**config.mk**
```make
export PLATFORM = sky130hd
export DESIGN_NAME = mood_update_sequencer
export DESIGN_NICKNAME = d
export VERILOG_FILES = /design/src/rtl/mimosa_pkg.sv /design/src/rtl/sat_addsub.sv /design/src/rtl/mood_update_sequencer.sv
export SDC_FILE = /design/constraint.sdc
export NUM_CORES = 1
export LEC_CHECK = 0
export BUFFER_PORTS_ARGS = -buffer_cell sky130_fd_sc_hd__buf_4
export CAP_MARGIN = 0
export CORE_UTILIZATION = 55
export DETAILED_ROUTE_END_ITERATION = 8
export PLACE_DENSITY = 0.89
export SLEW_MARGIN = 20
export SYNTH_ARGS = -nofsm -noshare
export SYNTH_HDL_FRONTEND = slang
export SYNTH_SLANG_ARGS = --single-unit
```
**constraint.sdc**
```tcl
create_clock -name clk -period 4.9 [get_ports clk]
set_clock_uncertainty 0.05 [all_clocks]
set_input_delay 0.49 -clock clk [delete_from_list [all_inputs] [get_ports clk]]
set_output_delay 0.49 -clock clk [all_outputs]
set_load 0.01 [all_outputs]
```
**src/rtl/mimosa_pkg.sv**
```systemverilog
// Shared definitions for the mimosa mood model: sequencer states,
// saturation bounds, reset values, update deltas and thresholds.
package mimosa_pkg;

  typedef enum logic [2:0] {
    ST_IDLE   = 3'd0,
    ST_CALC_N = 3'd1,
    ST_CALC_E = 3'd2,
    ST_CALC_S = 3'd3,
    ST_CALC_P = 3'd4,
    ST_DONE   = 3'd5
  } seq_state_t;

  // Saturation ceiling; the floor is always 0.
  localparam int MAX_VAL = 100;

  // Power-on mood.
  localparam int RST_NOURISH  = 64;
  localparam int RST_ENERGY   = 64;
  localparam int RST_STRESS   = 0;
  localparam int RST_PLEASURE = 32;

  // Per-update deltas.
  localparam int D_FEED   = 16;
  localparam int D_LIGHT  = 2;
  localparam int D_STRESS = 8;
  localparam int D_PET    = 4;
  localparam int D_DECAY  = -1;
  localparam int D_RELAX  = -2;

  // Thresholds applied to freshly updated values.
  localparam int TH_HUNGRY   = 16;
  localparam int TH_FED      = 32;
  localparam int TH_STRESSED = 64;

endpackage

```
**src/rtl/sat_addsub.sv**
```systemverilog
// Combinational saturating add of a small signed delta to an unsigned
// state value; the result is clamped to [0, MAX_VAL].
module sat_addsub #(
  parameter int WIDTH   = 7,
  parameter int MAX_VAL = 100
) (
  input  logic        [WIDTH-1:0] cur,
  input  logic signed [WIDTH+1:0] delta,
  output logic        [WIDTH-1:0] result
);

  // Two guard bits: one for overflow above 2^WIDTH-1, one for sign.
  localparam logic signed [WIDTH+1:0] CEIL = (WIDTH+2)'(MAX_VAL);

  logic signed [WIDTH+1:0] sum;

  // Extend, add, then clamp at both ends.
  always_comb begin
    sum = $signed({2'b00, cur}) + delta;
    if (sum[WIDTH+1]) begin
      result = '0;
    end else if (sum > CEIL) begin
      result = WIDTH'(MAX_VAL);
    end else begin
      result = sum[WIDTH-1:0];
    end
  end

endmodule

```
**src/rtl/mood_update_sequencer.sv**
```systemverilog
// Runs one mood update (nourishment, energy, stress, pleasure) per
// prescaled model tick through a single shared saturating adder.
//
//   state      | meaning
//   -----------+-----------------------------------------------
//   ST_IDLE    | waiting for an update request
//   ST_CALC_N  | nourishment written at end of cycle
//   ST_CALC_E  | energy written (sees new nourishment)
//   ST_CALC_S  | stress written
//   ST_CALC_P  | pleasure written (sees new nourishment/stress)
//   ST_DONE    | update_done pulse, stimulus flags consumed
module mood_update_sequencer
  import mimosa_pkg::*;
#(
  parameter int WIDTH      = 7,
  parameter int MAX_VAL    = mimosa_pkg::MAX_VAL,
  parameter int PRESCALE_W = 4
) (
  input  logic                  clk,
  input  logic                  rst_n,
  input  logic                  ena,
  input  logic                  tick_in,
  input  logic [PRESCALE_W-1:0] prescale,
  input  logic                  stim_feed,
  input  logic                  stim_light,
  input  logic                  stim_stress,
  input  logic                  stim_pet,
  output logic [WIDTH-1:0]      nourishment,
  output logic [WIDTH-1:0]      energy,
  output logic [WIDTH-1:0]      stress,
  output logic [WIDTH-1:0]      pleasure,
  output logic                  busy,
  output logic                  update_done,
  output logic                  overrun
);

  localparam logic signed [WIDTH+1:0] DLT_FEED   = (WIDTH+2)'(D_FEED);
  localparam logic signed [WIDTH+1:0] DLT_LIGHT  = (WIDTH+2)'(D_LIGHT);
  localparam logic signed [WIDTH+1:0] DLT_STRESS = (WIDTH+2)'(D_STRESS);
  localparam logic signed [WIDTH+1:0] DLT_PET    = (WIDTH+2)'(D_PET);
  localparam logic signed [WIDTH+1:0] DLT_DECAY  = (WIDTH+2)'(D_DECAY);
  localparam logic signed [WIDTH+1:0] DLT_RELAX  = (WIDTH+2)'(D_RELAX);
  localparam logic signed [WIDTH+1:0] DLT_ZERO   = '0;

  localparam logic [WIDTH-1:0] TH_HUNGRY_V   = WIDTH'(TH_HUNGRY);
  localparam logic [WIDTH-1:0] TH_FED_V      = WIDTH'(TH_FED);
  localparam logic [WIDTH-1:0] TH_STRESSED_V = WIDTH'(TH_STRESSED);

  // tick synchroniser and edge detect
  logic tick_s1, tick_s2, tick_s3, tick_edge;

  // prescaler
  logic [PRESCALE_W-1:0] cnt_q;
  logic [PRESCALE_W-1:0] ps_eff;
  logic [PRESCALE_W:0]   cnt_inc;
  logic                  upd_req;

  // sequencer
  seq_state_t state_q, state_d;
  logic       pend_req_q, pend_req_d;
  logic       overrun_q, overrun_d;

  // stimulus pending flags
  logic pend_feed_q, pend_light_q, pend_stress_q, pend_pet_q;

  // mood registers and shared ALU
  logic        [WIDTH-1:0] n_q, e_q, s_q, p_q;
  logic        [WIDTH-1:0] alu_cur, alu_out;
  logic signed [WIDTH+1:0] alu_delta;

  // Two-flop synchroniser plus a registered rising-edge pulse.
  always_ff @(posedge clk or negedge rst_n) begin
    if (!rst_n) begin
      tick_s1   <= 1'b0;
      tick_s2   <= 1'b0;
      tick_s3   <= 1'b0;
      tick_edge <= 1'b0;
    end else begin
      tick_s1   <= tick_in;
      tick_s2   <= tick_s1;
      tick_s3   <= tick_s2;
      tick_edge <= tick_s2 & ~tick_s3;
    end
  end

  assign ps_eff  = (prescale == '0) ? PRESCALE_W'(1) : prescale;
  assign cnt_inc = {1'b0, cnt_q} + (PRESCALE_W+1)'(1);

  // Count enabled tick edges; raise a one-cycle request on reaching ps_eff.
  // The >= compare keeps the counter from running away if prescale is
  // lowered below the current count.
  always_ff @(posedge clk or negedge rst_n) begin
    if (!rst_n) begin
      cnt_q   <= '0;
      upd_req <= 1'b0;
    end else begin
      upd_req <= 1'b0;
      if (ena && tick_edge) begin
        if (cnt_inc >= {1'b0, ps_eff}) begin
          cnt_q   <= '0;
          upd_req <= 1'b1;
        end else begin
          cnt_q <= cnt_inc[PRESCALE_W-1:0];
        end
      end
    end
  end

  // Sequencer state, one-deep request queue and sticky overrun.
  always_ff @(posedge clk or negedge rst_n) begin
    if (!rst_n) begin
      state_q    <= ST_IDLE;
      pend_req_q <= 1'b0;
      overrun_q  <= 1'b0;
    end else begin
      state_q    <= state_d;
      pend_req_q <= pend_req_d;
      overrun_q  <= overrun_d;
    end
  end

  // Next state; IDLE and DONE share the start decision so a queued
  // request runs back-to-back with no idle gap.
  always_comb begin
    state_d    = state_q;
    pend_req_d = pend_req_q;
    overrun_d  = overrun_q;
    case (state_q)
      ST_IDLE, ST_DONE: begin
        if (upd_req || pend_req_q) begin
          state_d    = ST_CALC_N;
          pend_req_d = upd_req && pend_req_q;
        end else begin
          state_d = ST_IDLE;
        end
      end
      ST_CALC_N: state_d = ST_CALC_E;
      ST_CALC_E: state_d = ST_CALC_S;
      ST_CALC_S: state_d = ST_CALC_P;
      ST_CALC_P: state_d = ST_DONE;
      default:   state_d = ST_IDLE;
    endcase
    if ((state_q == ST_CALC_N) || (state_q == ST_CALC_E) ||
        (state_q == ST_CALC_S) || (state_q == ST_CALC_P)) begin
      if (upd_req) begin
        if (pend_req_q) overrun_d  = 1'b1;
        else            pend_req_d = 1'b1;
      end
    end
  end

  // Stimulus flags: set whenever the input is high, consumed in DONE;
  // an input still high in DONE keeps its flag.
  always_ff @(posedge clk or negedge rst_n) begin
    if (!rst_n) begin
      pend_feed_q   <= 1'b0;
      pend_light_q  <= 1'b0;
      pend_stress_q <= 1'b0;
      pend_pet_q    <= 1'b0;
    end else if (state_q == ST_DONE) begin
      pend_feed_q   <= stim_feed;
      pend_light_q  <= stim_light;
      pend_stress_q <= stim_stress;
      pend_pet_q    <= stim_pet;
    end else begin
      pend_feed_q   <= pend_feed_q   | stim_feed;
      pend_light_q  <= pend_light_q  | stim_light;
      pend_stress_q <= pend_stress_q | stim_stress;
      pend_pet_q    <= pend_pet_q    | stim_pet;
    end
  end

  // ALU operand select; later variables see values written earlier
  // in the same sequence because each write lands at its state's end.
  always_comb begin
    alu_cur   = n_q;
    alu_delta = DLT_ZERO;
    case (state_q)
      ST_CALC_N: begin
        alu_cur   = n_q;
        alu_delta = pend_feed_q ? DLT_FEED : DLT_DECAY;
      end
      ST_CALC_E: begin
        alu_cur   = e_q;
        alu_delta = (pend_light_q ? DLT_LIGHT : DLT_DECAY) +
                    ((n_q < TH_HUNGRY_V) ? DLT_DECAY : DLT_ZERO);
      end
      ST_CALC_S: begin
        alu_cur   = s_q;
        alu_delta = pend_stress_q ? DLT_STRESS : DLT_RELAX;
      end
      ST_CALC_P: begin
        alu_cur = p_q;
        if (pend_pet_q && (n_q >= TH_FED_V)) alu_delta = DLT_PET;
        else if (s_q >= TH_STRESSED_V)      alu_delta = DLT_RELAX;
        else                                alu_delta = DLT_DECAY;
      end
      default: begin
        alu_cur   = n_q;
        alu_delta = DLT_ZERO;
      end
    endcase
  end

  sat_addsub #(
    .WIDTH   (WIDTH),
    .MAX_VAL (MAX_VAL)
  ) u_alu (
    .cur    (alu_cur),
    .delta  (alu_delta),
    .result (alu_out)
  );

  // Write back exactly one mood register per CALC state.
  always_ff @(posedge clk or negedge rst_n) begin
    if (!rst_n) begin
      n_q <= WIDTH'(RST_NOURISH);
      e_q <= WIDTH'(RST_ENERGY);
      s_q <= WIDTH'(RST_STRESS);
      p_q <= WIDTH'(RST_PLEASURE);
    end else begin
      case (state_q)
        ST_CALC_N: n_q <= alu_out;
        ST_CALC_E: e_q <= alu_out;
        ST_CALC_S: s_q <= alu_out;
        ST_CALC_P: p_q <= alu_out;
        default: ;
      endcase
    end
  end

  assign nourishment = n_q;
  assign energy      = e_q;
  assign stress      = s_q;
  assign pleasure    = p_q;
  assign busy        = (state_q != ST_IDLE);
  assign update_done = (state_q == ST_DONE);
  assign overrun     = overrun_q;

endmodule

```
Yosys cells after proc, flatten, opt, wreduce, memory -nomap -nowiden
Cells that the tools add are included.
- register bits after elaboration: 46
- output and inout port bits: 31
- muxes and demuxes: 25
- magnitude comparators: 5
- equality and inequality tests: 5
- reductions and logical operators: 12
- add/subtract/negate cells: 3
- bitwise gates (word level): 6
- operator list (operator ; count):
    2-to-1 mux 9 bit ; 5
    one-hot mux 9 bit (4 select lines) ; 1
    one-hot mux 7 bit (3 select lines) ; 1
    one-hot mux 3 bit (5 select lines) ; 1
    2-to-1 mux 7 bit ; 2
    2-to-1 mux 1 bit ; 13
    adder 8 x 9 -> 9 bit ; 1
    adder 9 bit ; 1
    greater-than comparator 9 x 8 -> 1 bit, second input constant ; 1
    2-to-1 mux 4 bit ; 2
    >= comparator 7 x 6 -> 1 bit, second input constant ; 1
    >= comparator 7 bit, second input constant ; 1
    less-than comparator 7 x 5 -> 1 bit, second input constant ; 1
    == test 3 x 2 -> 1 bit, second input constant ; 2
    == test 3 bit, second input constant ; 2
    adder 4 x 1 -> 5 bit, second input constant ; 1
    >= comparator 5 x 4 -> 1 bit ; 1
    zero test 4 bit ; 1
    logical OR 1 bit ; 4
    bitwise OR 1 bit ; 4
    == test 3 x 1 -> 1 bit, second input constant ; 1
    logical AND 1 bit ; 3
    zero test 3 bit ; 1
    AND reduction 3 bit ; 1
    4 further kinds ; 4

Longest topological paths before layout
Gate-level depths: netlist of the first run.
- depth in word-level cells: 8
- depth in mapped cells: 16

Hierarchy
Synthesis of the first run repeated with hierarchy kept, for this count alone.
- cell total of the unflattened synthesis: 261
- area, all modules: 2788.9 um^2
- modules (own cells, without submodules) (module ; times used ; area an instance (um^2) ; sequential area each (um^2) ; cells an instance):
    mood_update_sequencer ; 1 ; 2323.5 ; 1154.9 ; 199
    sat_addsub ; 1 ; 465.4 ; 0.0 ; 62

Worst setup path after synthesis of the first run
OpenSTA, ideal clock, no wires.
- path kind: flip-flop to flip-flop
- start: reg state_q[1]
- end: reg n_q[0] (netlist: nourishment[0])
- data arrival time: 3.606 ns
- slack: 1.141 ns
- stages on the path, launching flop included: 15
- data required time: 4.747 ns
- path through: dfrtp_1 buf_6 nor2b_1 clkbuf_1 nand2b_1 clkbuf_1 clkbuf_1 o211ai_1 ha_1 a21o_2 a221o_1 a21oi_4 mux2_4 buf_6 o41ai_2
- cells in the longest elaborated chain, start to end: 6
- elaborated cells between the ends (all ways): 10
- classes of those cells: 1 x add/sub; 1 x order compare; 4 x eq/ne; 4 x mux
- ends and longest elaborated chain (element ; RTL line ; RTL):
    start: declaration ; mood_update_sequencer.sv:59 ; seq_state_t state_q, state_d;
    start signal: assignment ; mood_update_sequencer.sv:116 ; state_q <= state_d;
    == test 3 bit, or another cell as far along ; mood_update_sequencer.sv:178 ; case (state_q)
    one-hot mux 9 bit (4 select lines) / one-hot mux 7 bit (3 select lines) (equally long branches) ; mood_update_sequencer.sv:178 ;
    adder 8 x 9 -> 9 bit ; sat_addsub.sv:19 ; sum = $signed({2'b00, cur}) + delta;
    greater-than comparator 9 x 8 -> 1 bit ; sat_addsub.sv:22 ; end else if (sum > CEIL) begin
    2-to-1 mux 7 bit ; sat_addsub.sv:22 ;
    2-to-1 mux 7 bit ; sat_addsub.sv:20 ; if (sum[WIDTH+1]) begin
    end signal: assignment ; mood_update_sequencer.sv:217 ; n_q <= WIDTH'(RST_NOURISH);
    end signal: assignment ; mood_update_sequencer.sv:223 ; ST_CALC_N: n_q <= alu_out;
    end: declaration ; mood_update_sequencer.sv:67 ; logic [WIDTH-1:0] n_q, e_q, s_q, p_q;
Parallel ways exist; a longest one is shown, timed or not.
A chain may end at the register's enable or synchronous reset.

Worst setup path after layout of the first run
- start: reg state_q[1]
- end: reg p_q[0] (netlist: pleasure[0])
- cells in the longest elaborated chain, start to end: 6
- elaborated cells between the ends (all ways): 10
- classes of those cells: 1 x add/sub; 1 x order compare; 4 x eq/ne; 4 x mux
- ends and longest elaborated chain (element ; RTL line ; RTL):
    == test 3 bit, or another cell as far along ; mood_update_sequencer.sv:178, mood_update_sequencer.sv:222 ;
    one-hot mux 9 bit (4 select lines) / one-hot mux 7 bit (3 select lines) (equally long branches) ; mood_update_sequencer.sv:178 ;
    adder 8 x 9 -> 9 bit ; sat_addsub.sv:19 ;
    greater-than comparator 9 x 8 -> 1 bit ; sat_addsub.sv:22 ;
    2-to-1 mux 7 bit ; sat_addsub.sv:22 ;
    2-to-1 mux 7 bit ; sat_addsub.sv:20 ;
    end signal: assignment ; mood_update_sequencer.sv:220 ; p_q <= WIDTH'(RST_PLEASURE);
    end signal: assignment ; mood_update_sequencer.sv:226 ; ST_CALC_P: p_q <= alu_out;
    end: declaration ; mood_update_sequencer.sv:67 ;
Parallel ways exist; a longest one is shown, timed or not.

==> results.py, run 1 <==
metrics = {
    "sta": {
        "setup_tns_ps": 0,
        "min_period_ps": 4130,
        "drv_slew": 0,
        "fin_crit_sh": 0.844,
        "relSlewSlack": 0.546,
        "rsz0062_at_grt": "no",
        "max_freq_ghz": 0.242,
        "setup_viol": 0,
        "hold_viol": 0,
        "tightest_slew_ps": 681,
    },
    "setup_path": {
        "path_cells": "nor2b_1, nor2_1, a21o_1, ha_1, fa_1, a21o_1, a221o_1, a21oi_4, mux2_4, o41ai_2",
        "crit_path_end_kind": "flip-flop",
        "cp_common_cell": "a21o_1",
        "cp_data_required_time_ps": 5060,
        "path_class": "reg -> reg",
        "critPathBufInv": 0,
        "cp_top_family": "compound AO/OA/AOI/OAI gates",
        "cp.arrival_ps": 4290,
        "critical_path.startpoint_type": "flip-flop",
        "cp_slowest_cell": "dfrtp_1",
        "slowest_delay_ps": 640,
        "path_max_fanout": 22,
    },
    "synth": {
        "async_flop_share": 1.00,
        "ys_warn_count": 0,
        "synth_cells": 302,
        "yosys_most_used_dff": "dfrtp_1",
        "ys_seq_elements": 46,
        "ys_types": 66,
        "synth_seq_area_share": 0.389,
        "syn_area_um2": 2970,
        "synth_edf_count": 0,
        "synth_fp_nets": 329,
        "synth.avg_cell_area_um2": 9.84,
    },
    "clock_network": {
        "htreeDepth": 2,
        "tritoncts": "done",
        "clk_path_buf_depth": 2,
        "hold_buffers": 0,
        "clk_pin_slew_ps": 90,
        "root_buffer": "clkbuf_8",
        "cts-buffers-inserted": 5,
        "ctsResizeCount": 0,
        "insertion_delay_ps": 310,
        "clock-sinks": 46,
        "post_cts_buffers": 0,
    },
    "floorplan": {
        "coreArea_um2": 5140,
        "ios": 43,
        "initial_core_util": 0.578,
        "rows": 26,
        "die_w_um": 75.5,
        "die_h_um": 75.5,
        "die_area_um2": 5700,
    },
    "finish": {
        "syn_to_final_growth_pct": 14.9,
        "diodes": 0,
        "drive_gt1_frac": 0.271,
        "fin_nets": 366,
    },
    "detailed_routing": {
        "drc_errors": 0,
        "routed_via_density": 6.11,
        "final_antenna_net_count": 0,
        "wl_per_cell_um": 16.2,
        "wirelength_um": 6660,
        "first_pass_iters": 4,
        "vias": 2506,
        "dr.first_iter.drc_count": 169,
    },
    "placement": {
        "place_congestion": 0.912,
        "port_buffers": 42,
        "dp_hpwl_um": 4940,
    },
    "min_path": {
        "hold_path.class": "in -> async",
    },
    "grt": {
        "grt_max_degree": 47,
        "grt_pass1_wl_um": 10900,
        "antenna_found_initial": 0,
        "met1_usage": 0.349,
        "grt_busiest_layer": "met2",
        "grt_util_met2": 0.419,
        "use_met3": 0.0489,
        "track_usage": 0.258,
        "overflow": 0,
        "grt_pass1_vias": 2283,
    },
    "outcome": {
        "outcome": "completed",
    },
    "run": {
        "cap_violations": 0,
    },
}
==> cell usage after synthesis, drive strengths merged, types with 2 or more instances <==
library cell / number / area [µm²]
a211oi: 2 / 15.0
a21o: 19 / 144
a21oi: 19 / 110
a221o: 2 / 20.0
a221oi: 8 / 76.3
a22oi: 2 / 28.8
a31o: 3 / 35.0
a31oi: 2 / 27.5
and2: 2 / 15.0
and3: 3 / 20.0
buf: 5 / 46.3
clkbuf: 12 / 45.0
dfrtp: 43 / 1080
dfstp: 3 / 78.8
ha: 14 / 175
inv: 11 / 41.3
nand2: 43 / 161
nand2b: 3 / 18.8
nand3: 12 / 65.1
nand3b: 3 / 35.0
nand4: 3 / 18.8
nor2: 6 / 22.5
nor2b: 10 / 62.6
nor3b: 4 / 45.1
o211ai: 2 / 15.0
o21ai: 28 / 148
o22a: 2 / 17.5
o31ai: 4 / 30.0
o41ai: 8 / 130
xnor2: 4 / 42.6
xor2: 2 / 17.5
==> logic make-up (layout without fill, tap and decap cells) <==
| logic type | after synthesis | after routing | synth area share |
|---|---|---|---|
| AO/OA/AOI/OAI | 111 | 111 | 0.306 |
| AND/OR/NAND/NOR | 94 | 94 | 0.167 |
| flip-flops | 46 | 46 | 0.389 |
| buffers and inverters | 29 | 67 | 0.0476 |
| adder cells (fa/ha/maj) | 15 | 15 | 0.0657 |
| XOR/XNOR | 6 | 6 | 0.0202 |
| multiplexers | 1 | 1 | 0.00505 |
==> path summary, 6_finish.rpt <==
kind	from	endpoint	slack, ps	cells after the start
min in group clk	tick_in	tick_s1$_DFF_PN0_	230	1
worst min-delay path	rst_n	pend_feed_q$_DFF_PN0_	110	1
worst min register to register	tick_s1$_DFF_PN0_	tick_s2$_DFF_PN0_	310	0
max in group asynchronous	rst_n	state_q[0]$_DFF_PN0_	4310	1
worst max-delay path	state_q[1]$_DFF_PN0_	pleasure[0]$_DFFE_PN0N_	770	10
worst max register to register	state_q[1]$_DFF_PN0_	pleasure[0]$_DFFE_PN0N_	770	10
==> placed cells by master, fill, tap and decap left out, types with 10 or more instances in the layout <==
master and n:
a21oi_1 17, inv_1 11, o21ai_0 19, dfrtp_1 43, nor2b_1 10, a21o_1 18
buf_4 47, ha_1 14, nand2_1 43, nand3_1 11
==> final cells by class <==
| class | count | area (µm²) |
|---|---|---|
| Clock inverter | 3 | 23.8 |
| Timing Repair Buffer | 47 | 353 |
| Sequential cell | 46 | 1150 |
| Multi-Input combinational cell | 227 | 1680 |
| Inverter | 12 | 50.0 |
| Tap cell | 70 | 87.6 |
| Fill cell | 435 | 1730 |
| Clock buffer | 5 | 68.8 |
==> registers in the layout, summed over array words and instances, names as in the netlist <==
name and flops:
stress 7, tick_s1 1, tick_edge 1, pend_stress_q 1, tick_s2 1, tick_s3 1, pend_feed_q 1, state_q 3
nourishment 7, pend_req_q 1, pend_pet_q 1, cnt_q 4, pleasure 7, overrun 1, pend_light_q 1, upd_req 1
energy 7
==> metrics by stage <==
step / area (µm²) / hold slack, ps / worst slack (ps) / utilization / cells
floorplan: 2970 / 144 / 1140 / - / 302
finish: 3410 / 114 / 766 / 0.664 / 410
detailed placement: 3320 / 287 / 775 / 0.646 / 402
CTS: 3410 / 126 / 761 / 0.664 / 410
global placement: 3320 / 285 / 951 / 0.646 / 402
global route: 3410 / 149 / 494 / 0.664 / 410
==> worst reg2reg max path, stage by stage (launching register included) <==
cell,delay [ps]
dfrtp_1,640
nor2b_1,600
nor2_1,260
a21o_1,240
ha_1,230
fa_1,410
a21o_1,250
a221o_1,400
a21oi_4,230
mux2_4,430
o41ai_2,310
==> layer usage <==
layer	vias to the layer above	share of wire
li1	1194	-
met1	1218	0.45
met2	78	0.48
met3	16	0.052
met4	0	0.021
met5	-	0
Power of run 1 is not shown: default switching activity piles up to over one toggle a cycle in this logic, so the estimate is an artifact.
==> run 2: changes to the inputs <==
--- a/config.mk
+++ b/config.mk
@@ -7,9 +7,9 @@
 export LEC_CHECK = 0
 export BUFFER_PORTS_ARGS = -buffer_cell sky130_fd_sc_hd__buf_4
 export CAP_MARGIN = 0
-export CORE_UTILIZATION = 55
+export CORE_UTILIZATION = 52
 export DETAILED_ROUTE_END_ITERATION = 8
-export PLACE_DENSITY = 0.89
+export PLACE_DENSITY = 0.88
 export SLEW_MARGIN = 20
 export SYNTH_ARGS = -nofsm -noshare
 export SYNTH_HDL_FRONTEND = slang
==> constraint.sdc (replaced) <==
create_clock -name clk -period 3.5 [get_ports clk]
set_clock_uncertainty 0.05 [all_clocks]
set_input_delay 0.35 -clock clk [delete_from_list [all_inputs] [get_ports clk]]
set_output_delay 0.35 -clock clk [all_outputs]
set_load 0.01 [all_outputs]
==> run 2 against run 1 <==
The run now ends with negative hold slack left. Design area is 8.5% higher. Critical path depth grew 1. Wire length up 18%. Worst hold slack got worse by 130 ps. Via count up 7.0%. Critical path type unchanged.
==> results.py, run 2 (synthesis gave the netlist of run 1 again) <==
metrics = {
    "setup_path": {
        "cp_top_family": "compound AO/OA/AOI/OAI gates",
        "cp_data_required_time_ps": 3660,
        "crit_path_end_kind": "flip-flop",
        "critical_path.startpoint_type": "flip-flop",
        "path_cells": "nor2b_4, buf_4, a221oi_2, a21oi_1, a21o_1, fa_2, a21o_1, a221o_1, a21oi_4, mux2_4, o41ai_2",
        "cp.arrival_ps": 3570,
        "slowest_delay_ps": 440,
        "cp_common_cell": "a21o_1",
        "critPathBufInv": 1,
        "cp_slowest_cell": "dfrtp_2",
        "path_max_fanout": 8,
        "path_class": "reg -> reg",
    },
    "clock_network": {
        "hold_buffers": 0,
        "tritoncts": "done",
        "insertion_delay_ps": 310,
        "cts-buffers-inserted": 5,
        "htreeDepth": 2,
        "clock-sinks": 46,
        "clk_pin_slew_ps": 90,
        "clk_path_buf_depth": 2,
        "root_buffer": "clkbuf_8",
    },
    "placement": {
        "place_area_um2": 3500,
        "place_congestion": 0.969,
        "dp_hpwl_um": 5410,
        "port_buffers": 42,
    },
    "finish": {
        "final_cell_mix": "buf_4 (66), nand2_1 (43), dfrtp_1 (40), o21ai_0 (19), a21o_1 (18)",
        "stdcell_area_um2": 3700,
        "syn_to_final_growth_pct": 24.7,
        "utilization": 0.673,
        "drive_gt1_frac": 0.361,
        "multiInputGateArea_um2": 1760,
        "seqCellArea_um2": 1160,
        "nFillCells": 423,
        "diodes": 0,
        "fin_nets": 389,
        "final_common_cell": "buf_4",
    },
    "grt": {
        "use_met3": 0.0459,
        "grt_pass1_vias": 2603,
        "antenna_found_initial": 0,
        "overflow": 0,
        "grt_max_degree": 47,
        "grt_util_met2": 0.466,
        "grt_pass1_wl_um": 12500,
        "met1_usage": 0.330,
        "track_usage": 0.266,
        "grt_busiest_layer": "met2",
    },
    "sta": {
        "whs_ps": -14.8,
        "hold_viol": 43,
        "min_period_ps": 3410,
        "max_freq_ghz": 0.293,
        "fin_crit_sh": 0.975,
        "drv_slew": 0,
        "relSlewSlack": 0.628,
        "setup_viol": 0,
        "tightest_slew_ps": 558,
    },
    "detailed_routing": {
        "first_pass_iters": 5,
        "final_antenna_net_count": 0,
        "drc_errors": 0,
        "dr.first_iter.drc_count": 200,
        "wl_per_cell_um": 18.1,
        "routed_via_density": 6.17,
        "wirelength_um": 7880,
        "vias": 2682,
    },
    "floorplan": {
        "die_h_um": 77.6,
        "coreArea_um2": 5510,
        "die_w_um": 77.6,
        "initial_core_util": 0.540,
        "die_area_um2": 6020,
        "ios": 43,
        "rows": 27,
    },
    "outcome": {
        "violations": "negative hold slack",
        "outcome": "finished, violations left",
    },
    "run": {
        "cap_violations": 0,
    },
    "min_path": {
        "hold_path.class": "in -> async",
    },
}
run 2: cell count changes in the layout (fill, tap and decap cells not counted), moves of 3 or more:
cell      delta
dfrtp_1      -3
dfrtp_2      +3
buf_4       +19
a221oi_1     -3
a221oi_2     +3
run 2: per-layer routing:
metal  part of all wire  wire length [µm]  vias up
li1                   -                 -     1244
met1               0.41              3210     1313
met2               0.50              3950      111
met3              0.073               575       14
met4              0.019               148        0
met5                  0                 0        -
run 2: final cells by class:
class / instances / area share
clock inverters: 1 / 0.00236
well taps: 72 / 0.0243
clock buffers: 7 / 0.0233
repair buffers: 69 / 0.149
flip-flops and latches: 46 / 0.313
inverters: 12 / 0.0135
multi-input cells: 228 / 0.475
run 2: worst paths after layout:
kind | from | end | slack [ps] | cells past startpoint
worst min-delay path | rst_n | tick_s2$_DFF_PN0_ | -10 | 1
min in group clk | tick_in | tick_s1$_DFF_PN0_ | 100 | 1
worst min register to register | tick_s1$_DFF_PN0_ | tick_s2$_DFF_PN0_ | 320 | 0
max in group asynchronous | rst_n | state_q[0]$_DFF_PN0_ | 3010 | 1
worst max register to register | state_q[1]$_DFF_PN0_ | stress[1]$_DFFE_PN0N_ | 90 | 11
worst max-delay path | state_q[1]$_DFF_PN0_ | stress[1]$_DFFE_PN0N_ | 90 | 11
run 2: what timing repair did:
item                       CTS  global route
setup endpoints to repair    0            25
resized for setup            0            18
setup buffers                0             2
run 2: metrics by stage:
step / instances / setup slack [ps] / setup TNS (ps) / hold slack, ps
after floorplan: 302 / -10.5 / -21.1 / 4.41
after global placement: 423 / 146 / 0 / 283
after detailed placement: 423 / 37.3 / 0 / 309
after CTS: 431 / 15.2 / 0 / 4.21
after global routing: 435 / -9.84 / -19.4 / 25.8
final: 435 / 87.8 / 0 / -14.8
Power of run 2 is left out for the same reason.
